## config.mk

```make
export PLATFORM = sky130hd
export DESIGN_NAME = vbuf_read_arbiter
export DESIGN_NICKNAME = d
export VERILOG_FILES = /design/src/rtl/vbuf_pkg.sv /design/src/rtl/vbuf_read_arbiter_rr_pick.sv /design/src/rtl/vbuf_read_arbiter.sv
export SDC_FILE = /design/constraint.sdc
export NUM_CORES = 2
export LEC_CHECK = 0
export ABC_AREA = 1
export CORE_AREA = 2 2 406 408
export CTS_CLUSTER_DIAMETER = 120
export DETAILED_ROUTE_END_ITERATION = 8
export DIE_AREA = 0 0 408 410
export PLACE_DENSITY = 0.45
export SYNTH_ARGS = -nofsm -noshare
export SYNTH_HDL_FRONTEND = slang
export SYNTH_SLANG_ARGS = --single-unit
```

## constraint.sdc

```tcl
create_clock -name clk -period 2.8 [get_ports clk]
set_clock_uncertainty 0.05 [all_clocks]
set_input_delay 0.7 -clock clk [delete_from_list [all_inputs] [get_ports clk]]
set_output_delay 0.7 -clock clk [all_outputs]
set_load 0.03 [all_outputs]
```

## src/rtl/vbuf_pkg.sv

```systemverilog
// Shared definitions for the vector buffer file, its read arbiter and the
// store unit.
//   arb_state_t : read-port arbiter state
//   tile_t      : one tile as VBUF_TILE_ELEMS elements of VBUF_DATA_WIDTH bits
//   idx_width() : width of an index into n requesters (at least 1 bit)
package vbuf_pkg;

    localparam int VBUF_DATA_WIDTH = 8;
    localparam int VBUF_TILE_WIDTH = 256;
    localparam int VBUF_TILE_ELEMS = VBUF_TILE_WIDTH / VBUF_DATA_WIDTH;
    localparam int VBUF_ID_WIDTH   = 5;

    typedef enum logic {
        ARB_IDLE = 1'b0,
        ARB_BUSY = 1'b1
    } arb_state_t;

    typedef logic [VBUF_TILE_ELEMS-1:0][VBUF_DATA_WIDTH-1:0] tile_t;

    function automatic int idx_width(input int n);
        return (n > 1) ? $clog2(n) : 1;
    endfunction

endpackage

```

## src/rtl/vbuf_read_arbiter_rr_pick.sv

```systemverilog
// Combinational round-robin picker.
//   elig        : eligible requesters
//   rr_ptr      : index with highest priority this round
//   pick_onehot : one-hot of the first eligible index at or after rr_ptr
//   pick_idx    : binary index of that pick
//   pick_valid  : at least one requester is eligible
module vbuf_read_arbiter_rr_pick
    import vbuf_pkg::*;
#(
    parameter int N  = 3,
    parameter int IW = idx_width(N)
) (
    input  logic [N-1:0]  elig,
    input  logic [IW-1:0] rr_ptr,
    output logic [N-1:0]  pick_onehot,
    output logic [IW-1:0] pick_idx,
    output logic          pick_valid
);

    int cand;

    always_comb begin
        pick_onehot = '0;
        pick_idx    = '0;
        pick_valid  = 1'b0;
        cand        = 0;
        // Scan rr_ptr, rr_ptr+1, ... wrapping; rr_ptr is always < N so a
        // single subtraction is enough for the wrap.
        for (int k = 0; k < N; k++) begin
            cand = int'(rr_ptr) + k;
            if (cand >= N) begin
                cand = cand - N;
            end
            if (!pick_valid && elig[cand]) begin
                pick_valid        = 1'b1;
                pick_onehot[cand] = 1'b1;
                pick_idx          = IW'(cand);
            end
        end
    end

endmodule

```

## src/rtl/vbuf_read_arbiter.sv

```systemverilog
// Round-robin arbiter sharing the vector buffer file read port among
// NUM_REQ tile readers (index 0 = store unit). One grant is held per tile
// read until buf_read_done; the returned tile is snapshotted per requester
// and a one-cycle req_done pulse is issued.
//   clk, rst_n    : clock, asynchronous active-low reset
//   req_en/req_id : level request and buffer id per requester
//   req_data      : registered tile snapshot per requester
//   req_done      : one-cycle pulse, req_data[i] freshly valid
//   buf_read_*    : read port to the vector buffer file
//   grant, busy   : current owner (one-hot) and busy flag
module vbuf_read_arbiter
    import vbuf_pkg::*;
#(
    parameter int NUM_REQ    = 3,
    parameter int DATA_WIDTH = VBUF_DATA_WIDTH,
    parameter int TILE_WIDTH = VBUF_TILE_WIDTH,
    parameter int TILE_ELEMS = TILE_WIDTH / DATA_WIDTH,
    parameter int ID_WIDTH   = VBUF_ID_WIDTH
) (
    input  logic                                            clk,
    input  logic                                            rst_n,
    input  logic [NUM_REQ-1:0]                              req_en,
    input  logic [NUM_REQ-1:0][ID_WIDTH-1:0]                req_id,
    output logic [NUM_REQ-1:0][TILE_ELEMS-1:0][DATA_WIDTH-1:0] req_data,
    output logic [NUM_REQ-1:0]                              req_done,
    output logic                                            buf_read_en,
    output logic [ID_WIDTH-1:0]                             buf_read_id,
    input  logic [TILE_ELEMS-1:0][DATA_WIDTH-1:0]           buf_read_data,
    input  logic                                            buf_read_done,
    output logic [NUM_REQ-1:0]                              grant,
    output logic                                            busy
);

    localparam int IW = idx_width(NUM_REQ);

    arb_state_t                state_q, state_d;
    logic [NUM_REQ-1:0]        grant_q, grant_d;
    logic [IW-1:0]             gidx_q, gidx_d;
    logic [IW-1:0]             rr_ptr_q, rr_ptr_d;
    logic                      rd_en_q, rd_en_d;
    logic [ID_WIDTH-1:0]       rd_id_q, rd_id_d;

    logic [NUM_REQ-1:0]        mask;
    logic [NUM_REQ-1:0]        elig;
    logic [NUM_REQ-1:0]        pick_onehot;
    logic [IW-1:0]             pick_idx;
    logic                      pick_valid;
    logic                      capture;

    assign elig    = req_en & ~mask;
    // Completion only counts while a read is actually outstanding.
    assign capture = (state_q == ARB_BUSY) && buf_read_done;

    vbuf_read_arbiter_rr_pick #(
        .N  (NUM_REQ),
        .IW (IW)
    ) u_rr_pick (
        .elig        (elig),
        .rr_ptr      (rr_ptr_q),
        .pick_onehot (pick_onehot),
        .pick_idx    (pick_idx),
        .pick_valid  (pick_valid)
    );

    always_comb begin
        state_d  = state_q;
        grant_d  = grant_q;
        gidx_d   = gidx_q;
        rr_ptr_d = rr_ptr_q;
        rd_en_d  = rd_en_q;
        rd_id_d  = rd_id_q;
        case (state_q)
            ARB_IDLE: begin
                if (pick_valid) begin
                    state_d = ARB_BUSY;
                    grant_d = pick_onehot;
                    gidx_d  = pick_idx;
                    rd_en_d = 1'b1;
                    rd_id_d = req_id[pick_idx];
                end
            end
            ARB_BUSY: begin
                // req_en of the owner is ignored here: an abandoned read
                // still runs to completion and delivers its done.
                if (buf_read_done) begin
                    state_d  = ARB_IDLE;
                    grant_d  = '0;
                    rd_en_d  = 1'b0;
                    rr_ptr_d = (gidx_q == IW'(NUM_REQ - 1)) ? '0 : gidx_q + 1'b1;
                end
            end
            default: begin
                state_d = ARB_IDLE;
            end
        endcase
    end

    always_ff @(posedge clk or negedge rst_n) begin
        if (!rst_n) begin
            state_q  <= ARB_IDLE;
            grant_q  <= '0;
            gidx_q   <= '0;
            rr_ptr_q <= '0;
            rd_en_q  <= 1'b0;
            rd_id_q  <= '0;
        end else begin
            state_q  <= state_d;
            grant_q  <= grant_d;
            gidx_q   <= gidx_d;
            rr_ptr_q <= rr_ptr_d;
            rd_en_q  <= rd_en_d;
            rd_id_q  <= rd_id_d;
        end
    end

    assign buf_read_en = rd_en_q;
    assign buf_read_id = rd_id_q;
    assign grant       = grant_q;
    assign busy        = (state_q == ARB_BUSY);

    // Per-requester snapshot, done pulse and mask counter.
    logic [TILE_ELEMS-1:0][DATA_WIDTH-1:0] data_q     [NUM_REQ];
    logic                                  done_q     [NUM_REQ];
    logic [1:0]                            mask_cnt_q [NUM_REQ];

    for (genvar gi = 0; gi < NUM_REQ; gi++) begin : g_req
        always_ff @(posedge clk or negedge rst_n) begin
            if (!rst_n) begin
                data_q[gi]     <= '0;
                done_q[gi]     <= 1'b0;
                mask_cnt_q[gi] <= 2'd0;
            end else begin
                done_q[gi] <= capture && grant_q[gi];
                if (capture && grant_q[gi]) begin
                    data_q[gi] <= buf_read_data;
                end
                // Mask covers the done cycle and the one after, so a
                // requester whose enable drops up to 2 cycles late is not
                // served the same tile twice.
                if (capture && grant_q[gi]) begin
                    mask_cnt_q[gi] <= 2'd2;
                end else if (mask_cnt_q[gi] != 2'd0) begin
                    mask_cnt_q[gi] <= mask_cnt_q[gi] - 2'd1;
                end
            end
        end

        assign mask[gi]     = (mask_cnt_q[gi] != 2'd0);
        assign req_data[gi] = data_q[gi];
        assign req_done[gi] = done_q[gi];
    end

endmodule

```

# Word-level counts from Yosys, hierarchy flattened
# Index checks and enable logic that the tools add are counted.
[totals]
out_inout_bits = 781
reg_bits = 791
elab_cells = 200
in_bits = 277
[op_classes]
n_reduce_logical = 20
eq_ne = 3
n_addsub = 9
n_lt_le_gt_ge = 10
n_bitwise = 5
mux = 45
[ops]
columns = ["operator", "n"]
rows = [
  ["32-bit by 1-bit >= comparator with 1-bit output, second input constant", 3],
  ["32-bit by 4-bit less-than comparator with 1-bit output, second input constant", 3],
  ["32-bit 2-to-1 mux", 3],
  ["32-bit by 3-bit >= comparator with 1-bit output, second input constant", 2],
  ["32-bit by 3-bit subtractor with 32-bit output, second input constant", 2],
  ["2-bit 2-to-1 mux", 10],
  ["1-bit 2-to-1 mux", 16],
  ["3-bit 2-to-1 mux", 5],
  ["2-bit nonzero test", 6],
  ["5-bit binary-select mux with 2-bit select", 1],
  ["1-bit logical AND", 9],
  ["1-bit binary-select mux with 2-bit select", 3],
  ["1-bit demux with 2-bit select", 3],
  ["3-bit bitwise OR", 2],
  ["3-bit one-hot mux with 2 select lines", 1],
  ["2-bit AND reduction", 3],
  ["2-bit by 1-bit subtractor with 2-bit output, second input constant", 3],
  ["5-bit 2-to-1 mux", 1],
  ["2-bit != test, second input constant", 2],
  ["1-bit one-hot mux with 2 select lines", 2],
  ["2-bit by 1-bit adder with 3-bit output, second input constant", 1],
  ["2-bit by 2-bit adder with 3-bit output, second input constant", 1],
  ["3-bit bitwise AND", 1],
  ["2-bit by 3-bit less-than comparator with 1-bit output, second input constant", 1],
  ["other kinds (7)", 8],
]

# Logic depth before layout (Yosys ltp)
[logic_depth]
word_depth = 15
mapped_depth = 16
ltp_nobuf = 15

# By module
# Synthesis repeated with hierarchy kept, for this count alone.
[unflattened]
hier_cells = 3444
area_unflattened_um2 = 30382.9
[modules_own_cells]
columns = ["module", "n_inst", "cells_per_inst", "area_each_um2", "seq_area_each_um2"]
rows = [
  ["vbuf_read_arbiter", 1, 3383, 30062.6, 19794.0],
  ["vbuf_read_arbiter_rr_pick", 1, 61, 320.3, 0.0],
]

# Worst setup path after synthesis
# OpenSTA, ideal clock, no wires.
[synth_path]
kind = "register -> register"
from = "reg rr_ptr_q[0]"
to = "reg rd_id_q[2] (netlist: buf_read_id[2])"
path_stages_with_launch = 12
required_time_ps = 2626
t_arrival_ps = 1668
synth_period_minus_slack_ps = 1842
setup_ps = 124
path_buffers = 1
slack_ps = 958
cell_sequence = "dfrtp_1 > inv_1 > ha_1 > buf_4 > inv_4 > nand3_1 > nand3_1 > nand2_1 > nand3_2 > nand3_2 > o211ai_1 > nand2_1"
[synth_via]
elab_chain_len = 14
word_cells_on_any_way = 33
cone_classes = "add/sub (5); order compare (3); mux (20); reduce/logical (5)"
[synth_rtl]
columns = ["element", "line_no", "source"]
rows = [
  ["from (decl)", "vbuf_read_arbiter.sv:39", "logic [IW-1:0] rr_ptr_q, rr_ptr_d;"],
  ["from (signal assigned)", "vbuf_read_arbiter.sv:110", "rr_ptr_q <= rr_ptr_d;"],
  ["parallel branches: the longest is 14 deep, another holds 32-bit by 3-bit subtractor with 32-bit output", "-", ""],
  ["to (signal assigned)", "vbuf_read_arbiter.sv:112", "rd_id_q <= rd_id_d;"],
  ["to (decl)", "vbuf_read_arbiter.sv:41", "logic [ID_WIDTH-1:0] rd_id_q, rd_id_d;"],
]
# Parallel ways; which one is timed is not known. The select of a mux whose other input is x is not followed.
# A chain may end at the register's enable or synchronous reset.

# Worst setup path in the final report
[layout_path]
from = "reg data_q (netlist bit req_data[8])"
to = "out req_data[8] in the netlist's numbering"
[layout_lines]
columns = ["element", "line_no", "source"]
rows = [
  ["from (decl)", "vbuf_read_arbiter.sv:122", "logic [TILE_ELEMS-1:0][DATA_WIDTH-1:0] data_q [NUM_REQ];"],
  ["from (signal, indexed assignment)", "vbuf_read_arbiter.sv:135", "data_q[gi] <= buf_read_data;"],
  ["to (decl)", "vbuf_read_arbiter.sv:24", "output logic [NUM_REQ-1:0][TILE_ELEMS-1:0][DATA_WIDTH-1:0] req_data,"],
]
# No word-level cell between the ends.

==> results.txt <==
- Reg clk slew, reported paths: 0.06 ns
- Setup repair after global routing left no endpoint under its margin.
- Hold slack final: 0.4162 ns
- Wire length per cell after detailed routing: 20.47 um
- CTS saw 791 sinks.
- dfrtp_1 takes more of the synthesized area than any other cell.
* Slowest library cell on the worst path: clkdlybuf4s50_1
- The worst setup path is captured at an output port.
* Relative contribution of combinational cells to total power: 48.9%
- The floorplan step set the die width to 408 um.
- The initialized floorplan defines 149 standard-cell rows.
- Clock latency on the worst-skew pair, taken at its later pin, is 0.67 ns.
- Setup slack on the critical path of the routed design comes to 0.1399 ns.
* Post-synth top flop: dfrtp_1
- Hold path depth: 2
- For this run, design rule violations remaining after detail routing come to 0.
* List of cells traversed by the critical path: clkdlybuf4s50_1
- For this design the ratio of total power to cell area is 1353 nW/um^2.
* Maximum number of pins on one net before global-route repair: 96
* Length of the first detailed-routing pass in iterations: 5
- Tightest Pin Transition: 0.7157 ns
- The final number of hold-violating endpoints came to 0.
- After synthesis, the share of flip-flops with an asynchronous set or reset is 100.0%.
- Number of buffers added on ports: 1057
- Post-layout min period: 2.660 ns
- Sequential share of power: 30.9%
* Area share of the leading cell type in the synthesized netlist: 65.74%
- By startpoint and endpoint, the worst setup path is classified as flip-flop to output port.
- After synthesis, the cell types taking the most area are dfrtp_1, nand2_1, buf_2, nand3_1, inv_1.
* Summed instance area of the synthesized netlist: 30110 um^2
- Via count: 26.43k
- Final Routed Wirelength: 139.2 mm
* Period utilization: 95.01%
- Critical Path RT: 2.05 ns
- Cells with a size suffix above 1 make up 6.337% of the layout.
- The synthesized netlist contains 27 unique library cells.
- When the netlist entered floorplanning its net count stood at 3713.
- The startpoint identified for the worst register-to-register timing path is rr_ptr_q[0]$_DFFE_PN0P_.
- Cell internal power was estimated by the tool at 35.90 mW.
* Sw frac: 43.93%
- Buffers inserted during clock tree synthesis total 96.
- Core utilization of the finished layout: 28.95%
* Proportion of synthesized chip area in sequential cells: 65.74%
- Total power: 64.02 mW
- The core region is 163500 um^2.
* Type of the most critical hold path: flip-flop to flip-flop
* Non-Filler Instances: 6803
- Height of the die: 410 um
- Capture endpoint of the worst hold path: req_data[609]$_DFFE_PN0P_
- Summing all flip-flop and latch instances after layout gives 19790 um^2.
- The critical path starts at req_data[8]$_DFFE_PN0P_.
* Data arrival time of the worst path: 1.91 ns
- Once the floorplan was initialized, standard cells occupied 18.41% of the core.
- The filler cells instantiated in the layout total 17.42k.
* Placed Cells: 6625
- From synthesis to final layout, the design area changed by 57.19%.
* Category of the worst setup path launch point: flip-flop
- Static timing analysis puts the maximum clock frequency at 375.9 MHz.
* Combined area of the multi-input logic cells: 9370 um^2
- For this run, the number of Yosys warnings is 0.
* R2r endpoint: buf_read_id[2]$_DFFE_PN0P_
* Number of setup buffers added after CTS: 0
* Global-route wire length before repair: 199.4 mm
- Delay of the slowest cell on the worst path: 0.82 ns
* Grt total ovfl: 0
* Number of synthesized register bits: 791
* Worst-case register-to-register setup slack: 0.61 ns
- IR analysis of the VDD net gives a maximum drop of 0.5979 mV.
- Total non-filler cell area in the finished layout: 47330 um^2
- For the final routed database, the setup TNS stands at 0 ns.
- Leakage power summed over all cells: 23.20 nW
- TritonCTS built the clock tree.
- Number of setup violations in the final report: 0
- Post-place setup slack: 0.1379 ns
* HPWL after detailed placement: 105.2 mm
- The floorplan step defined a die boundary enclosing 167300 um^2.
* Mapped Cells: 3429
- Final slew viol count: 0
- Of all nets on the critical path, the largest fanout is 2.
- Counting cells, the worst reg-to-reg path comes to 10.
- Cell family with the largest share of critical-path delay: buffers and inverters
- The root buffer cell chosen for the clock tree is clkbuf_16.
* Max-cap violation count: 0
- In this run the tightest slew margin relative to its limit is 52.29%.
- In this run the number of H-tree levels came out at 3.
- The analysis attributes to net switching a power of 28.13 mW.
- Instance area after placement: 44060 um^2
- Aggregate global-route resource usage: 16.26%
* Number of buffers on the longest clock path: 3
- Together, buffers and inverters on the worst path number 1.
- Via/cell ratio: 3.885
* Number of flops mapped to enable cells by yosys: 0
- In this run the most critical hold path is launched from req_data[609]$_DFFE_PN0P_.
* Vias in the first global route: 26.87k
* Net count, final: 4819
* Number of antenna violations at the first check in global routing: 15
* IO Count: 1058
- Outcome: finished, final reports clean
* DRC violation total after the first TritonRoute iteration: 1665
- The detail route stage leaves a number of antenna-violating nets equal to 0.
- The average instance in the mapped netlist occupies 8.780 um^2.
- Of the total power, the clock network draws 20.2%.
- The congestion estimate from routability-driven global placement came to 0.8537.
[flip-flops by register name, summed over array words and instances (netlist names)]
register and count:
buf_read_id 5, rr_ptr_q 2, buf_read_en 1, grant 3
busy 1, req_data 768, req_done 3, gidx_q 2
mask_cnt_q 6
[cells by family (layout without fill, tap and decap cells)]
family	count (synthesis)	count (layout)	synth area share (%)
adder cells (fa/ha/maj)	7	7	0.2909
flip-flops	791	791	65.74
buffers and inverters	207	1386	3.183
other	0	6	0
AO/OA/AOI/OAI	23	23	0.4280
AND/OR/NAND/NOR	2401	2401	30.35
[timing repair]
item | 4_1_cts | 5_1_grt
hold buffers | 1 | 0
hold endpoints to repair | 25 | 0
endpoints found under the setup margin | 2 | 0
gates resized for setup | 2 | 0
[power groups by stage]
stage                     logic (mW)  clock network, mW  registers (mW)
after global placement          31.6                  0            19.8
final                           31.3               12.9            19.8
after global routing            33.3               13.8            20.5
after CTS                       31.7               13.3            19.8
after floorplan                 5.95                  0            29.7
after detailed placement        31.7                  0            19.9
[cell type report]
type	count	area share (%)
flip-flops and latches	791	41.83
repair buffers	1177	25.35
multi-input cells	2431	19.80
clock buffers	145	5.954
well taps	2189	5.787
clock inverters	26	0.8883
inverters	38	0.3596
diodes	6	0.03173
[placed cells by master (no fill, tap or decap), types with 2 or more instances in the layout]
cell type	count
clkdlybuf4s50_1	1054
clkinv_4	3
inv_16	3
clkbuf_16	97
nor3_1	3
o211ai_1	2
inv_8	4
bufinv_16	7
nor2_1	10
inv_4	2
inv_2	4
nand3_2	5
dlygate4sd2_1	2
nand2_4	3
nand3_1	24
clkbuf_8	21
nand2_2	4
buf_4	78
ha_1	7
dfrtp_1	791
a21oi_1	6
o21ai_0	10
nor2_4	3
clkinv_16	2
diode_2	6
clkinv_2	9
nand2_1	2345
inv_1	29
o22ai_1	2
buf_12	41
clkbuf_1	27
[routing by layer]
layer  vias to the layer above  track usage, %  share of wire, %
met2                       912           26.72                47
met3                       215           5.648               8.0
met4                        10           6.015               3.8
met1                     12700           19.57                41
li1                      12600               -                 -
met5                         -               0             0.046
[worst min-delay path, stage by stage (launching register included)]
cell     delay, ns
dfrtp_1       0.34
nand2_1       0.05
nand2_1       0.05
[synth_stat cells (3+ instances only)]
cell type,n
a21oi_1,6
buf_1,7
buf_2,138
clkbuf_1,23
dfrtp_1,791
ha_1,7
inv_1,29
inv_2,7
nand2_1,2345
nand2_2,4
nand2_4,3
nand3_1,24
nand3_2,5
nor2_1,10
nor2_2,4
nor3_1,3
o21ai_0,10
[worst max-delay path by stage]
stage	slack, ns	end	depth (start not counted)
3_5_place_dp	0.14	req_data[248]$_DFFE_PN0P_	7
2_1_floorplan	0.96	buf_read_id[2]$_DFFE_PN0P_	11
5_1_grt	0.03	buf_read_id[1]	1
4_1_cts	0.007	buf_read_id[1]	1
3_3_place_gp	0.14	req_data[248]$_DFFE_PN0P_	7
6_report	0.14	req_data[8]	1
Power figures use the tool's default switching activity.
